## src/rtl/dm_store_buffer_pkg.sv

```systemverilog
// dm_store_buffer_pkg
// Store opcode encodings and helpers shared by the store buffer and its
// alignment sub-module. The `*_ST macros sit beside the load-side *_EXT codes
// and carry the same values as the localparams below.
// Configuration macro used by the design: STORE_ALIGN_EXC_EN.

`ifndef NONE_ST
`define NONE_ST 3'd0
`endif
`ifndef SB_ST
`define SB_ST 3'd1
`endif
`ifndef SH_ST
`define SH_ST 3'd2
`endif
`ifndef SW_ST
`define SW_ST 3'd3
`endif

package dm_store_buffer_pkg;

  localparam logic [2:0] NONE_ST_OP = `NONE_ST;
  localparam logic [2:0] SB_ST_OP   = `SB_ST;
  localparam logic [2:0] SH_ST_OP   = `SH_ST;
  localparam logic [2:0] SW_ST_OP   = `SW_ST;

  function automatic logic is_store_op(input logic [2:0] op);
    return (op == SB_ST_OP) || (op == SH_ST_OP) || (op == SW_ST_OP);
  endfunction

endpackage

```

## src/rtl/dm_store_buffer_store_align.sv

```systemverilog
// store_align
// Combinational byte-lane alignment of a store request.
// Ports:
//   op       in   store opcode (SB/SH/SW; anything else gives zero enables)
//   addr_lo  in   byte offset within the word
//   wdata    in   raw register data, value in the low bits
//   byteen   out  byte enables for the addressed lanes
//   wdata_al out  data replicated across lanes
// Misaligned halfwords/words are force-aligned here: SH looks at addr_lo[1]
// only and SW ignores addr_lo altogether. Trapping them is done by the parent
// when STORE_ALIGN_EXC_EN is defined.

import dm_store_buffer_pkg::*;

module store_align (
  input  logic [2:0]  op,
  input  logic [1:0]  addr_lo,
  input  logic [31:0] wdata,
  output logic [3:0]  byteen,
  output logic [31:0] wdata_al
);

  always_comb begin
    byteen   = 4'b0000;
    wdata_al = 32'h0;
    case (op)
      SB_ST_OP: begin
        byteen   = 4'b0001 << addr_lo;
        wdata_al = {4{wdata[7:0]}};
      end
      SH_ST_OP: begin
        byteen   = addr_lo[1] ? 4'b1100 : 4'b0011;
        wdata_al = {2{wdata[15:0]}};
      end
      SW_ST_OP: begin
        byteen   = 4'b1111;
        wdata_al = wdata;
      end
      default: begin
        byteen   = 4'b0000;
        wdata_al = 32'h0;
      end
    endcase
  end

endmodule

```

## src/rtl/dm_store_buffer.sv

```systemverilog
// dm_store_buffer
// Aligns SB/SH/SW stores from the MEM stage, queues them in a small FIFO and
// drains them to the data-memory bridge over a req/ack handshake.
// Ports:
//   clk, reset       clock; asynchronous active-high reset
//   st_valid/st_op/st_addr/st_wdata  store request from MEM
//   st_ready         buffer has room (registered count only)
//   st_exc           misaligned store flag (0 unless STORE_ALIGN_EXC_EN)
//   buf_empty/buf_count  occupancy; loads wait for buf_empty
//   bus_req/bus_addr/bus_byteen/bus_wdata  head entry presented to the bus
//   bus_ack          bus has written the head entry
// Configuration macro: STORE_ALIGN_EXC_EN (trap misaligned SH/SW instead of
// force-aligning them).

import dm_store_buffer_pkg::*;

module dm_store_buffer #(
  parameter int DEPTH = 2,
  parameter int PTR_W = 1
) (
  input  logic             clk,
  input  logic             reset,
  input  logic             st_valid,
  input  logic [2:0]       st_op,
  input  logic [31:0]      st_addr,
  input  logic [31:0]      st_wdata,
  output logic             st_ready,
  output logic             st_exc,
  output logic             buf_empty,
  output logic [PTR_W:0]   buf_count,
  output logic             bus_req,
  output logic [31:0]      bus_addr,
  output logic [3:0]       bus_byteen,
  output logic [31:0]      bus_wdata,
  input  logic             bus_ack
);

  logic [29:0]      q_addr [DEPTH];
  logic [3:0]       q_be   [DEPTH];
  logic [31:0]      q_data [DEPTH];
  logic [PTR_W-1:0] head, tail;
  logic [PTR_W:0]   count;

  logic [3:0]  al_be;
  logic [31:0] al_data;
  logic        push, pop;

  store_align u_align (
    .op       (st_op),
    .addr_lo  (st_addr[1:0]),
    .wdata    (st_wdata),
    .byteen   (al_be),
    .wdata_al (al_data)
  );

`ifdef STORE_ALIGN_EXC_EN
  assign st_exc = st_valid && (((st_op == SH_ST_OP) && st_addr[0]) ||
                               ((st_op == SW_ST_OP) && (st_addr[1:0] != 2'b00)));
`else
  assign st_exc = 1'b0;
`endif

  // No pop-to-push bypass: a full buffer refuses even while popping.
  assign st_ready  = (count != (PTR_W+1)'(DEPTH));
  assign buf_empty = (count == '0);
  assign buf_count = count;
  assign bus_req   = !buf_empty;

  assign push = st_valid && st_ready && is_store_op(st_op) && !st_exc;
  assign pop  = bus_req && bus_ack;

  assign bus_addr   = {q_addr[head], 2'b00};
  assign bus_byteen = q_be[head];
  assign bus_wdata  = q_data[head];

  // Entries are cleared on reset so the idle bus fields read back as zero.
  always_ff @(posedge clk or posedge reset) begin
    if (reset) begin
      head  <= '0;
      tail  <= '0;
      count <= '0;
      for (int i = 0; i < DEPTH; i++) begin
        q_addr[i] <= '0;
        q_be[i]   <= '0;
        q_data[i] <= '0;
      end
    end else begin
      if (push) begin
        q_addr[tail] <= st_addr[31:2];
        q_be[tail]   <= al_be;
        q_data[tail] <= al_data;
        tail         <= tail + PTR_W'(1);
      end
      if (pop) begin
        head <= head + PTR_W'(1);
      end
      case ({push, pop})
        2'b10:   count <= count + (PTR_W+1)'(1);
        2'b01:   count <= count - (PTR_W+1)'(1);
        default: count <= count;
      endcase
    end
  end

endmodule

```

## config.mk

```make
export PLATFORM = sky130hd
export DESIGN_NAME = dm_store_buffer
export DESIGN_NICKNAME = d
export VERILOG_FILES = /design/src/rtl/dm_store_buffer_pkg.sv /design/src/rtl/dm_store_buffer_store_align.sv /design/src/rtl/dm_store_buffer.sv
export SDC_FILE = /design/constraint.sdc
export NUM_CORES = 1
export LEC_CHECK = 0
export BUFFER_PORTS_ARGS = -buffer_cell sky130_fd_sc_hd__buf_2
export CAP_MARGIN = 20
export CORE_MARGIN = 1
export CORE_UTILIZATION = 55
export DETAILED_ROUTE_END_ITERATION = 10
export PLACE_DENSITY_LB_ADDON = 0.08
export SETUP_SLACK_MARGIN = 0.4
export SLEW_MARGIN = 25
export SYNTH_ARGS = -nofsm -noshare
export SYNTH_HDL_FRONTEND = slang
export SYNTH_SLANG_ARGS = --single-unit
```

## constraint.sdc

```tcl
create_clock -name clk -period 5.56 [get_ports clk]
set_input_delay 0.834 -clock clk [delete_from_list [all_inputs] [get_ports clk]]
set_output_delay 0.834 -clock clk [all_outputs]
set_load 0.005 [all_outputs]
```

==> flow_metrics.py <==
metrics = {
    "status": {
        "status": "finished, violations left",
        "violations": "DRC",
    },
    "global_routing": {
        "grt.total_usage": 0.244,
        "grt_pass1_vias": 4646,
        "antenna_found_initial": 0,
        "gr-total-overflow": 0,
        "grt_first_pass_wirelength_microns": 23400,
        "grt_max_degree": 86,
    },
    "finish": {
        "finalNetCount": 677,
        "area_growth_pct": 20.4,
        "drive_gt1_frac": 0.582,
        "diodes": 0,
        "multi_input_area_sq_um": 2930,
        "seq_area_sq_um": 3410,
        "nFillCells": 872,
    },
    "critical_path": {
        "startpoint_type": "register",
        "rr_worst_depth": 4,
        "r2r-start": "buf_count[1]",
        "worstSetupPathType": "register to output pin",
        "required_ps": 4730,
        "cp_max_fo": 47,
        "r2r_end": "q_addr[55]",
        "critPathCaptureType": "output pin",
        "cp.arrival_ps": 2230,
        "startpoint": "head",
        "ff2ff_setup_slack_ps": 3420,
    },
    "cts": {
        "tritoncts.num_buffers": 17,
        "cts_tree": "built",
        "cts_max_path_buffers": 2,
        "clkTransAtPathRegs_ps": 60,
        "clock_insertion_delay_worst_skew_ps": 420,
        "cts_hold_buf": 0,
        "root_buffer": "clkbuf_16",
        "ctsResizeCount": 0,
        "htree_levels": 4,
        "cts_post_setup_buffers_inserted": 0,
        "cts_sinks": 136,
    },
    "die": {
        "floorplan.initialDensity": 0.571,
        "die_area_sq_um": 12400,
        "ioPinCount": 145,
        "std_cell_rows": 39,
        "die_height_microns": 111,
        "core-area_sq_um": 11500,
        "dieWidth_microns": 111,
    },
    "timing": {
        "clock_skew_ps": 6.14,
        "max_slew_margin": 0.383,
        "finalSetupTns_ps": 0,
        "maxSlewViolCount": 0,
        "rsz0062_at_grt": "no",
        "post-route-min-period_ps": 3070,
        "worst_pin_slew_ps": 926,
        "finalSetupViolations": 0,
        "hold_viol": 0,
        "timing.fmax_mhz": 326,
        "fin_crit_sh": 0.552,
        "hold-worst-slack_ps": 480,
    },
    "place": {
        "post-dp-hpwl_microns": 9300,
        "io_buffers": 141,
        "routabilityCongestion": 0.775,
    },
    "logic_synthesis": {
        "synthArstFlopShare": 1.00,
        "yosys.cell_count.top_type": "mux2_2",
        "synth-seq-cells": 136,
        "synth_cell_types": 36,
        "synth_top_area_cell": "dfrtp_1",
        "synthTopCellsByCount": "mux2_2, dfrtp_1, mux2i_1",
        "avgSynthCellArea_sq_um": 13.9,
        "yosysWarnings": 0,
        "yosysTopAreaCellShare": 0.518,
        "synth.area.top_cells": "dfrtp_1, mux2_2, mux2i_1",
        "yosysSeqAreaShare": 0.518,
        "synth_cells": 474,
        "synth_area_sq_um": 6570,
        "ys.flop_type": "dfrtp_1",
        "synth-edff-count": 0,
    },
    "detailed_routing": {
        "drt_wl_total_microns": 13900,
        "num_vias": 4203,
        "wl_per_cell_microns": 18.3,
        "drt_iter0_markers": 186,
        "viasPerCell": 5.53,
        "drc": 18,
        "dr.pass1.iters": 7,
        "ant_nets": 0,
    },
    "min_path": {
        "hold_path.class": "register to register",
        "hold_depth": 1,
        "whs_endpoint": "q_data[16]",
        "hp-start": "q_data[16]",
    },
    "pwr": {
        "power_density_nw_per_um2": 572,
        "leakage_nw": 3.68,
        "irDropWorstVdd_uv": 286,
    },
    "job": {
        "maxCapViolCount": 0,
    },
}
[stage by stage]
stage	setup WS [ps]	instance area, sq um	std cells	util	total power [mW]
after floorplan	1090	6580	476	-	2.82
after global placement	2230	7300	729	0.634	3.33
after detailed placement	2180	7310	729	0.635	3.42
after CTS	2450	7910	760	0.687	4.58
after global routing	2410	7910	760	0.687	4.81
final	2490	7910	760	0.687	4.53
[report_power, final]
part           internal (mW)  leakage (nW)  switching, mW
logic                  0.996          1.73          0.601
clock network          0.726         0.285          0.412
registers               1.48          1.66          0.312
total                   3.20          3.68           1.32
[area by class of cell]
cell class,instances,area share
Sequential cell,136,0.431
Timing Repair Buffer,146,0.0955
Clock inverter,11,0.0187
Tap cell,143,0.0226
Inverter,7,0.00395
Clock buffer,20,0.0577
Multi-Input combinational cell,297,0.371
[critical path, cell delays in order, from the launching register on]
cell and delay [ps]:
dfrtp_4 850, buf_4 440, mux2_2 390, buf_2 130
[placed cells by master (no fill, tap or decap), types with 2 or more instances in the layout]
| cell type | count |
|---|---|
| nand2_1 | 10 |
| nand3b_1 | 8 |
| xor2_1 | 2 |
| nor2b_1 | 4 |
| clkinv_1 | 2 |
| inv_6 | 2 |
| clkinvlp_4 | 4 |
| o2bb2ai_1 | 8 |
| mux2_2 | 174 |
| a21oi_1 | 15 |
| inv_1 | 3 |
| o21ai_0 | 4 |
| buf_2 | 141 |
| bufinv_16 | 3 |
| clkbuf_8 | 2 |
| buf_4 | 4 |
| clkinv_2 | 2 |
| or2_2 | 2 |
| dfrtp_1 | 135 |
| a31oi_1 | 4 |
| a41oi_1 | 4 |
| clkbuf_16 | 17 |
| xnor2_1 | 3 |
| mux2i_1 | 20 |
| conb_1 | 3 |
| nand2b_1 | 2 |
| a211oi_1 | 6 |
| nor2_1 | 2 |
| mux2_1 | 17 |
| nor4_4 | 2 |
[metal layers]
layer | global-route usage | part of all wire | up-vias
li1 | - | - | 1976
met1 | 0.308 | 0.44 | 2112
met2 | 0.410 | 0.50 | 98
met3 | 0.0552 | 0.046 | 17
met4 | 0.0910 | 0.017 | 0
met5 | 0 | 0 | -
[state kept, by name (all words and copies together), names as in the netlist]
name       cells
tail           1
buf_count      2
head           1
q_be           8
q_addr        60
q_data        64
[worst max path at each step]
stage                          endpoint  slack [ps]  cells past startpoint
after CTS                 bus_wdata[27]        2450                      3
after global routing      bus_wdata[15]        2410                      3
final                     bus_wdata[27]        2490                      3
after detailed placement     q_data[40]        2180                      5
after floorplan            buf_count[0]        1090                      1
after global placement       q_addr[52]        2230                      5
[kinds of logic (layout without fill, tap and decap cells)]
| family | count (synthesis) | in the layout | synth area share |
|---|---|---|---|
| and+or+nand+nor | 34 | 34 | 0.0337 |
| muxes | 211 | 211 | 0.358 |
| other | 1 | 3 | 0.000571 |
| AOI/OAI and AO/OA | 43 | 43 | 0.0434 |
| DFF | 136 | 136 | 0.518 |
| buffers and inverters | 43 | 184 | 0.0383 |
| adders and majority gates | 1 | 1 | 0.00190 |
| xor gates and xnor gates | 5 | 5 | 0.00666 |
Power figures use the tool's default switching activity.
